**src/rtl/i2c_target_regfile.sv**
```systemverilog
// rtl/i2c_target_regfile.sv - oversampled I2C target with auto-incrementing byte register bank
// Local register port shares the bank; an I2C commit wins a same-cycle, same-register local write.
module i2c_target_regfile #(
  parameter int         DEPTH     = 16,
  parameter logic [7:0] RESET_VAL = 8'h00,
  localparam int        PTR_W     = $clog2(DEPTH)
) (
  input  logic             clk,
  input  logic             rst,
  input  logic [6:0]       my_addr,
  input  logic             scl_i,
  input  logic             sda_i,
  output logic             sda_oe,
  input  logic [PTR_W-1:0] loc_addr,
  input  logic             loc_we,
  input  logic [7:0]       loc_wdata,
  output logic [7:0]       loc_rdata,
  output logic             wr_stb,
  output logic [PTR_W-1:0] wr_addr,
  output logic             busy
);

  typedef enum logic [3:0] {
    IDLE, ADDR, ADDR_ACK, PTR, PTR_ACK, WDATA, WDATA_ACK, RDATA, RDATA_ACK, WAIT
  } state_e;

  state_e           state_q;
  logic [2:0]       scl_q, sda_q;
  logic [2:0]       bit_cnt_q;
  logic             last_q;
  logic             rw_q;
  logic [7:0]       shift_q, tx_q;
  logic [PTR_W-1:0] ptr_q;
  logic             sda_oe_q, busy_q, wr_stb_q;
  logic [PTR_W-1:0] wr_addr_q;
  logic [7:0]       loc_rdata_q;
  logic [7:0]       regs_q [DEPTH];

  // [0]/[1] form the synchroniser, [2] is the edge-detect history
  logic scl_rise, scl_fall, sda_rise, sda_fall, start_det, stop_det;
  assign scl_rise  = scl_q[1] & ~scl_q[2];
  assign scl_fall  = ~scl_q[1] & scl_q[2];
  assign sda_rise  = sda_q[1] & ~sda_q[2];
  assign sda_fall  = ~sda_q[1] & sda_q[2];
  assign start_det = sda_fall & scl_q[1];
  assign stop_det  = sda_rise & scl_q[1];

  assign sda_oe    = sda_oe_q;
  assign busy      = busy_q;
  assign wr_stb    = wr_stb_q;
  assign wr_addr   = wr_addr_q;
  assign loc_rdata = loc_rdata_q;

  always_ff @(posedge clk) begin
    if (rst) begin
      scl_q       <= 3'b111;
      sda_q       <= 3'b111;
      state_q     <= IDLE;
      bit_cnt_q   <= 3'd7;
      last_q      <= 1'b0;
      rw_q        <= 1'b0;
      shift_q     <= 8'h00;
      tx_q        <= 8'h00;
      ptr_q       <= '0;
      sda_oe_q    <= 1'b0;
      busy_q      <= 1'b0;
      wr_stb_q    <= 1'b0;
      wr_addr_q   <= '0;
      loc_rdata_q <= 8'h00;
      for (int i = 0; i < DEPTH; i++) regs_q[i] <= RESET_VAL;
    end else begin
      scl_q       <= {scl_q[1:0], scl_i};
      sda_q       <= {sda_q[1:0], sda_i};
      wr_stb_q    <= 1'b0;
      loc_rdata_q <= regs_q[loc_addr];
      if (loc_we) regs_q[loc_addr] <= loc_wdata;

      if (start_det) begin
        state_q   <= ADDR;
        bit_cnt_q <= 3'd7;
        last_q    <= 1'b0;
        sda_oe_q  <= 1'b0;
      end else if (stop_det) begin
        state_q  <= IDLE;
        sda_oe_q <= 1'b0;
        busy_q   <= 1'b0;
      end else begin
        // The falling edge of START itself arrives with last_q clear and is ignored
        if (scl_rise) begin
          shift_q   <= {shift_q[6:0], sda_q[1]};
          bit_cnt_q <= bit_cnt_q - 3'd1;
          if (bit_cnt_q == 3'd0) last_q <= 1'b1;
        end
        if (scl_fall) begin
          case (state_q)
            ADDR: if (last_q) begin
              last_q <= 1'b0;
              if (shift_q[7:1] == my_addr) begin
                sda_oe_q <= 1'b1;
                busy_q   <= 1'b1;
                rw_q     <= shift_q[0];
                state_q  <= ADDR_ACK;
              end else begin
                state_q <= WAIT;
              end
            end
            ADDR_ACK: begin
              bit_cnt_q <= 3'd7;
              last_q    <= 1'b0;
              if (rw_q) begin
                tx_q     <= regs_q[ptr_q];
                sda_oe_q <= ~regs_q[ptr_q][7];
                state_q  <= RDATA;
              end else begin
                sda_oe_q <= 1'b0;
                state_q  <= PTR;
              end
            end
            PTR: if (last_q) begin
              last_q   <= 1'b0;
              ptr_q    <= shift_q[PTR_W-1:0];
              sda_oe_q <= 1'b1;
              state_q  <= PTR_ACK;
            end
            PTR_ACK, WDATA_ACK: begin
              bit_cnt_q <= 3'd7;
              last_q    <= 1'b0;
              sda_oe_q  <= 1'b0;
              state_q   <= WDATA;
            end
            WDATA: if (last_q) begin
              last_q        <= 1'b0;
              regs_q[ptr_q] <= shift_q;
              wr_stb_q      <= 1'b1;
              wr_addr_q     <= ptr_q;
              ptr_q         <= ptr_q + 1'b1;
              sda_oe_q      <= 1'b1;
              state_q       <= WDATA_ACK;
            end
            RDATA: begin
              if (last_q) begin
                last_q   <= 1'b0;
                sda_oe_q <= 1'b0;
                ptr_q    <= ptr_q + 1'b1;
                state_q  <= RDATA_ACK;
              end else begin
                sda_oe_q <= ~tx_q[bit_cnt_q];
              end
            end
            RDATA_ACK: begin
              bit_cnt_q <= 3'd7;
              last_q    <= 1'b0;
              if (!shift_q[0]) begin
                tx_q     <= regs_q[ptr_q];
                sda_oe_q <= ~regs_q[ptr_q][7];
                state_q  <= RDATA;
              end else begin
                state_q <= WAIT;
              end
            end
            default: ;
          endcase
        end
      end
    end
  end

endmodule
```
**config.mk**
```make
export PLATFORM = sky130hd
export DESIGN_NAME = i2c_target_regfile
export DESIGN_NICKNAME = d
export VERILOG_FILES = /design/src/rtl/i2c_target_regfile.sv
export SDC_FILE = /design/constraint.sdc
export NUM_CORES = 1
export LEC_CHECK = 0
export ABC_AREA = 1
export CAP_MARGIN = 20
export CELL_PAD_IN_SITES_DETAIL_PLACEMENT = 0
export CELL_PAD_IN_SITES_GLOBAL_PLACEMENT = 1
export CORE_MARGIN = 1
export CORE_UTILIZATION = 43
export DETAILED_ROUTE_END_ITERATION = 8
export PLACE_DENSITY = 0.86
export RECOVER_POWER = 25
export SYNTH_ARGS = -nofsm -noshare
export SYNTH_HDL_FRONTEND = slang
export SYNTH_SLANG_ARGS = --single-unit
```
**constraint.sdc**
```tcl
create_clock -name clk -period 2.1 [get_ports clk]
set_input_delay 0.21 -clock clk [delete_from_list [all_inputs] [get_ports clk]]
set_output_delay 0.21 -clock clk [all_outputs]
set_load 0.05 [all_outputs]
```
======== Yosys cells after proc, flatten, opt, wreduce, memory -nomap -nowiden ========
Memory sizes are Yosys's and may differ from the RTL's. A register that Yosys moved wholly into a read port is not among the register bits.
Index checks and enable logic that the tools add are counted.
word-level totals
  flip-flop bits (word level) ............. 42
  RAM bits ................................ 128
  input port bits ......................... 24
  output and inout port bits .............. 15
  logic and storage cells ................. 140
  memories ................................ 1
cells by class
  $add $sub $neg .......................... 2
  order comparisons ....................... 1
  equal/unequal tests ..................... 22
  mux-type cells .......................... 57
  bitwise logic cells ..................... 14
  reduce and logical (&&, ||, !) cells .... 29
memories
  memory  depth  width  read ports  clocked after memory_dff  write ports  line  text
  regs_q  16     8      2           2                         16           37    logic [7:0] regs_q [DEPTH];
operators with widths
  kind                number
  $mux 4              12
  $reduce_and 6->1    6
  $mux 8              4
  $mux 1              31
  $pmux 4 s7          1
  $eq 4x3->1 const B  4
  $ne 4x4->1 const B  4
  $pmux 8 s2          1
  $reduce_or 8->1     2
  $ne 2x2->1 const B  7
  $mux 3              4
  $reduce_bool 2->1   6
  $reduce_and 5->1    2
  $reduce_bool 9->1   1
  $eq 4x2->1 const B  2
  $not 1->1           8
  $pmux 4 s2          1
  $reduce_or 2->1     4
  $reduce_or 4->1     2
  $eq 7x7->1          1
  $reduce_bool 7->1   1
  $and 1x1->1         6
  $pmux 1 s6          1
  $reduce_bool 6->1   1
  12 further kinds    13

======== Logic depth before layout (Yosys ltp) ========
  depth after elaboration ................. 9
  gate-level depth with buffers ........... 11

======== Worst setup path after synthesis ========
Ideal clock, no wire load.
  kind .................................... register -> register
  from .................................... reg state_q[2]
  to ...................................... mem regs_q[3][0] (enable)
  data arrival time ....................... 1.573 ns
  required time ........................... 1.724 ns
  setup slack ............................. 0.151 ns
  cell stages (with the launch flop) ...... 10
  buffers on the path ..................... 1
  period minus slack after synthesis ...... 1.949 ns
  cell sequence ........................... dfxtp_1 inv_2 nor2_4 nand2_4 nor2_8 nand2_8 inv_2 nand3_4 buf_2 o211ai_1
RTL lines
  element                   line  text
  start: declaration        27    state_e state_q;
  start signal: assignment  58    state_q <= IDLE;
  start signal: assignment  79    state_q <= ADDR;
  start signal: assignment  84    state_q <= IDLE;
  end: declaration          37

==> flow_summary.toml <==
[sta]
fin_crit_sh_pct = 94.92
setup_slack_ps = 106.7
whs_ps = 323.4
slew_violations = 0
hold_viol = 0
setup_violations = 0
fin_crit_ps = 1993
max_freq_mhz = 501.7
slew_headroom_pct = 49.32
worst_pin_slew_ps = 760.1
finClkSkew_ps = 13.89

[logic_synthesis]
netlist-cell-type-count = 39
syn-num-nets = 1285
synth_area_um2 = 10540
ys_ff_latch = 182
syn-instance-count = 1255
synth-async-reset-ratio_pct = 0
ys_seq_area_share_pct = 46.74
yosysTopAreaCell = "edfxtp_1"
synth_area_leaders = "edfxtp_1, dfxtp_1, nand3_1"
synth_edf_count = 128
synth-main-ff-cell = "edfxtp_1"
yosysTopAreaCellShare_pct = 36.48
syn_avg_cell_area_um2 = 8.396
yosysWarnings = 0

[drt]
drc = 0
wl_per_cell_um = 20.75
via_per_inst = 5.865
drt_pass1_iterations = 7
via_count = 9706
drt_iter0_drc = 1194
wl_um = 34340
ant_nets = 0

[critical_path]
criticalPathCategory = "flop to flop"
crit_path_end_kind = "flop"
crit_path_max_fanout = 14
cp-start-kind = "flop"
crit_arrival_ps = 2140
required_ps = 2240

[power]
switchingPower_mw = 2.149
max-vdd-ir-drop_mv = 0.4224
seq_power_share_pct = 50.2
p_clk_share_pct = 39.6
power_leakage_nw = 4.820
intPower_mw = 6.059
p_per_area_nw_per_um2 = 665.1
pwr-share-comb_pct = 10.1
switching_share_pct = 26.18

[hold_path]
hp-class = "input port to flop"

[clocking]
cts_hold_buf = 0
root_buffer = "clkbuf_16"
insertion_delay_ps = 440
cts_buffers = 17
clock_sinks = 182
clk_path_buf_depth = 2
clkSlewWorstSetupHoldPaths_ps = 70
cts_tree = "yes"
htree_levels = 4

[floorplanning]
die_y_um = 158.5
rows = 56
die_area_um2 = 25130
io_pins = 39
core_um2 = 23750
fp.dieW_um = 158.5
start_util_pct = 44.36

[status]
status = "complete, no violations"

[global_route]
grt_overflow = 0
grt_pass1_wl_um = 51410
grt_max_degree = 65
grt.total_usage_pct = 28.31
grt_pass1_vias = 8805
antenna_found_initial = 0

[placed_design]
dpl_worst_slack_ps = -84.13
gp_congestion = 0.9474
dp_hpwl_um = 23680
port_buffers = 38

[layout]
drive_above_1_share_pct = 16.24
nets = 1353
layout_common_cells = "nand2_1, nand3_1, nor2_1, edfxtp_1, o21ai_1"
syn_to_final_growth_pct = 17.12
layout_commonest_cell = "nand2_1"
fillCellCount = 2181
antenna_cells = 0

[job]
cap_violations = 0
==> state kept, by name, summed over array words and instances (netlist names), 3 cells and up, named ones only <==
signal     count
bit_cnt_q      3
loc_rdata      8
ptr_q          4
regs_q       128
scl_q          3
sda_q          3
shift_q        8
state_q        4
tx_q           8
wr_addr        4
==> path summary, 6_finish.rpt <==
kind	start	endpoint	slack, ps	depth (start not counted)
max	scl_q[1]$_SDFF_PP1_	regs_q[5][4]$_DFFE_PP_	110	10
min reg2reg	sda_q[0]$_SDFF_PP1_	sda_q[1]$_SDFF_PP1_	410	1
min	scl_i	scl_q[0]$_SDFF_PP1_	320	2
max reg2reg	scl_q[1]$_SDFF_PP1_	regs_q[5][4]$_DFFE_PP_	110	10
==> cells in the mapped netlist (5+ instances only) <==
library cell / instances
ha_1: 6
dfxtp_1: 54
edfxtp_1: 128
o211ai_1: 32
nand4_1: 17
buf_6: 13
buf_2: 10
nand2_1: 178
o21ai_1: 96
nor2_8: 5
o21ai_2: 34
nand3_1: 168
nand2_4: 16
a21oi_1: 28
nor2_1: 147
inv_2: 14
buf_1: 18
o21ai_0: 76
or2_2: 5
inv_1: 62
clkbuf_1: 44
a22oi_1: 64
nand3b_1: 9
nor2_2: 7
==> power by group through the flow <==
stage | combinational (mW) | sequential, mW | clock (mW)
2_1_floorplan | 0.415 | 4.20 | 0
3_3_place_gp | 0.810 | 4.19 | 0
3_5_place_dp | 0.819 | 4.20 | 0
4_1_cts | 0.822 | 4.12 | 3.25
5_1_grt | 0.893 | 4.13 | 3.40
6_report | 0.832 | 4.12 | 3.25
==> worst max-delay path, cell delays in order (launching register included) <==
cell	delay, ps
dfxtp_1	320
inv_2	70
nand2_1	100
inv_2	80
nand2_2	120
nor2_8	150
nand2_8	120
nor2_8	180
nand2_2	190
nand3b_1	170
buf_4	180
==> metal layers <==
| metal | routed length, um | share of wire [%] | vias up | global-route usage, % |
|---|---|---|---|---|
| met5 | 0 | 0 | - | 0 |
| met4 | 1150 | 3.3 | 0 | 13.23 |
| met3 | 3100 | 9.0 | 90 | 4.246 |
| met2 | 16170 | 47 | 561 | 45.45 |
| met1 | 13920 | 41 | 4475 | 37.53 |
| li1 | - | - | 4580 | - |
==> area by class of cell <==
class / count / area (um2) / share of cell area [%]
Multi-Input combinational cell: 910 / 4886 / 39.59
Timing Repair Buffer: 135 / 1260 / 10.21
Sequential cell: 182 / 4927 / 39.93
Tap cell: 319 / 399.1 / 3.234
Clock inverter: 13 / 145.1 / 1.176
Clock buffer: 19 / 432.9 / 3.508
Inverter: 77 / 290.3 / 2.352
==> what timing repair did <==
item                                   CTS  global route
endpoints found under the hold margin    0             0
setup endpoints to repair                0            40
buffers inserted                         0             6
resized for setup                        0             2
==> kinds of logic (layout without fill, tap and decap cells) <==
group                    count (synthesis)  after routing  share of synthesized area (%)
adder cells (fa/ha/maj)                  6              6                         0.7125
flip-flops                             182            182                          46.74
AND/OR/NAND/NOR                        567            567                          25.95
XOR/XNOR                                 2              2                         0.1663
buffers and inverters                  163            244                          6.899
AO/OA/AOI/OAI                          335            335                          19.53
==> through the flow <==
stage	setup TNS (ps)	cell area, um2	utilization, %	cells	power, mW
after CTS	0	12270	51.67	1649	8.191
after global routing	-31.97	12340	51.95	1655	8.422
after floorplan	0	10540	-	1255	4.614
after detailed placement	-1167	11700	49.24	1617	5.018
final	0	12340	51.95	1655	8.208
after global placement	-784.7	11700	49.24	1617	5.002
No activity file was read; power rests on OpenSTA's default activity.
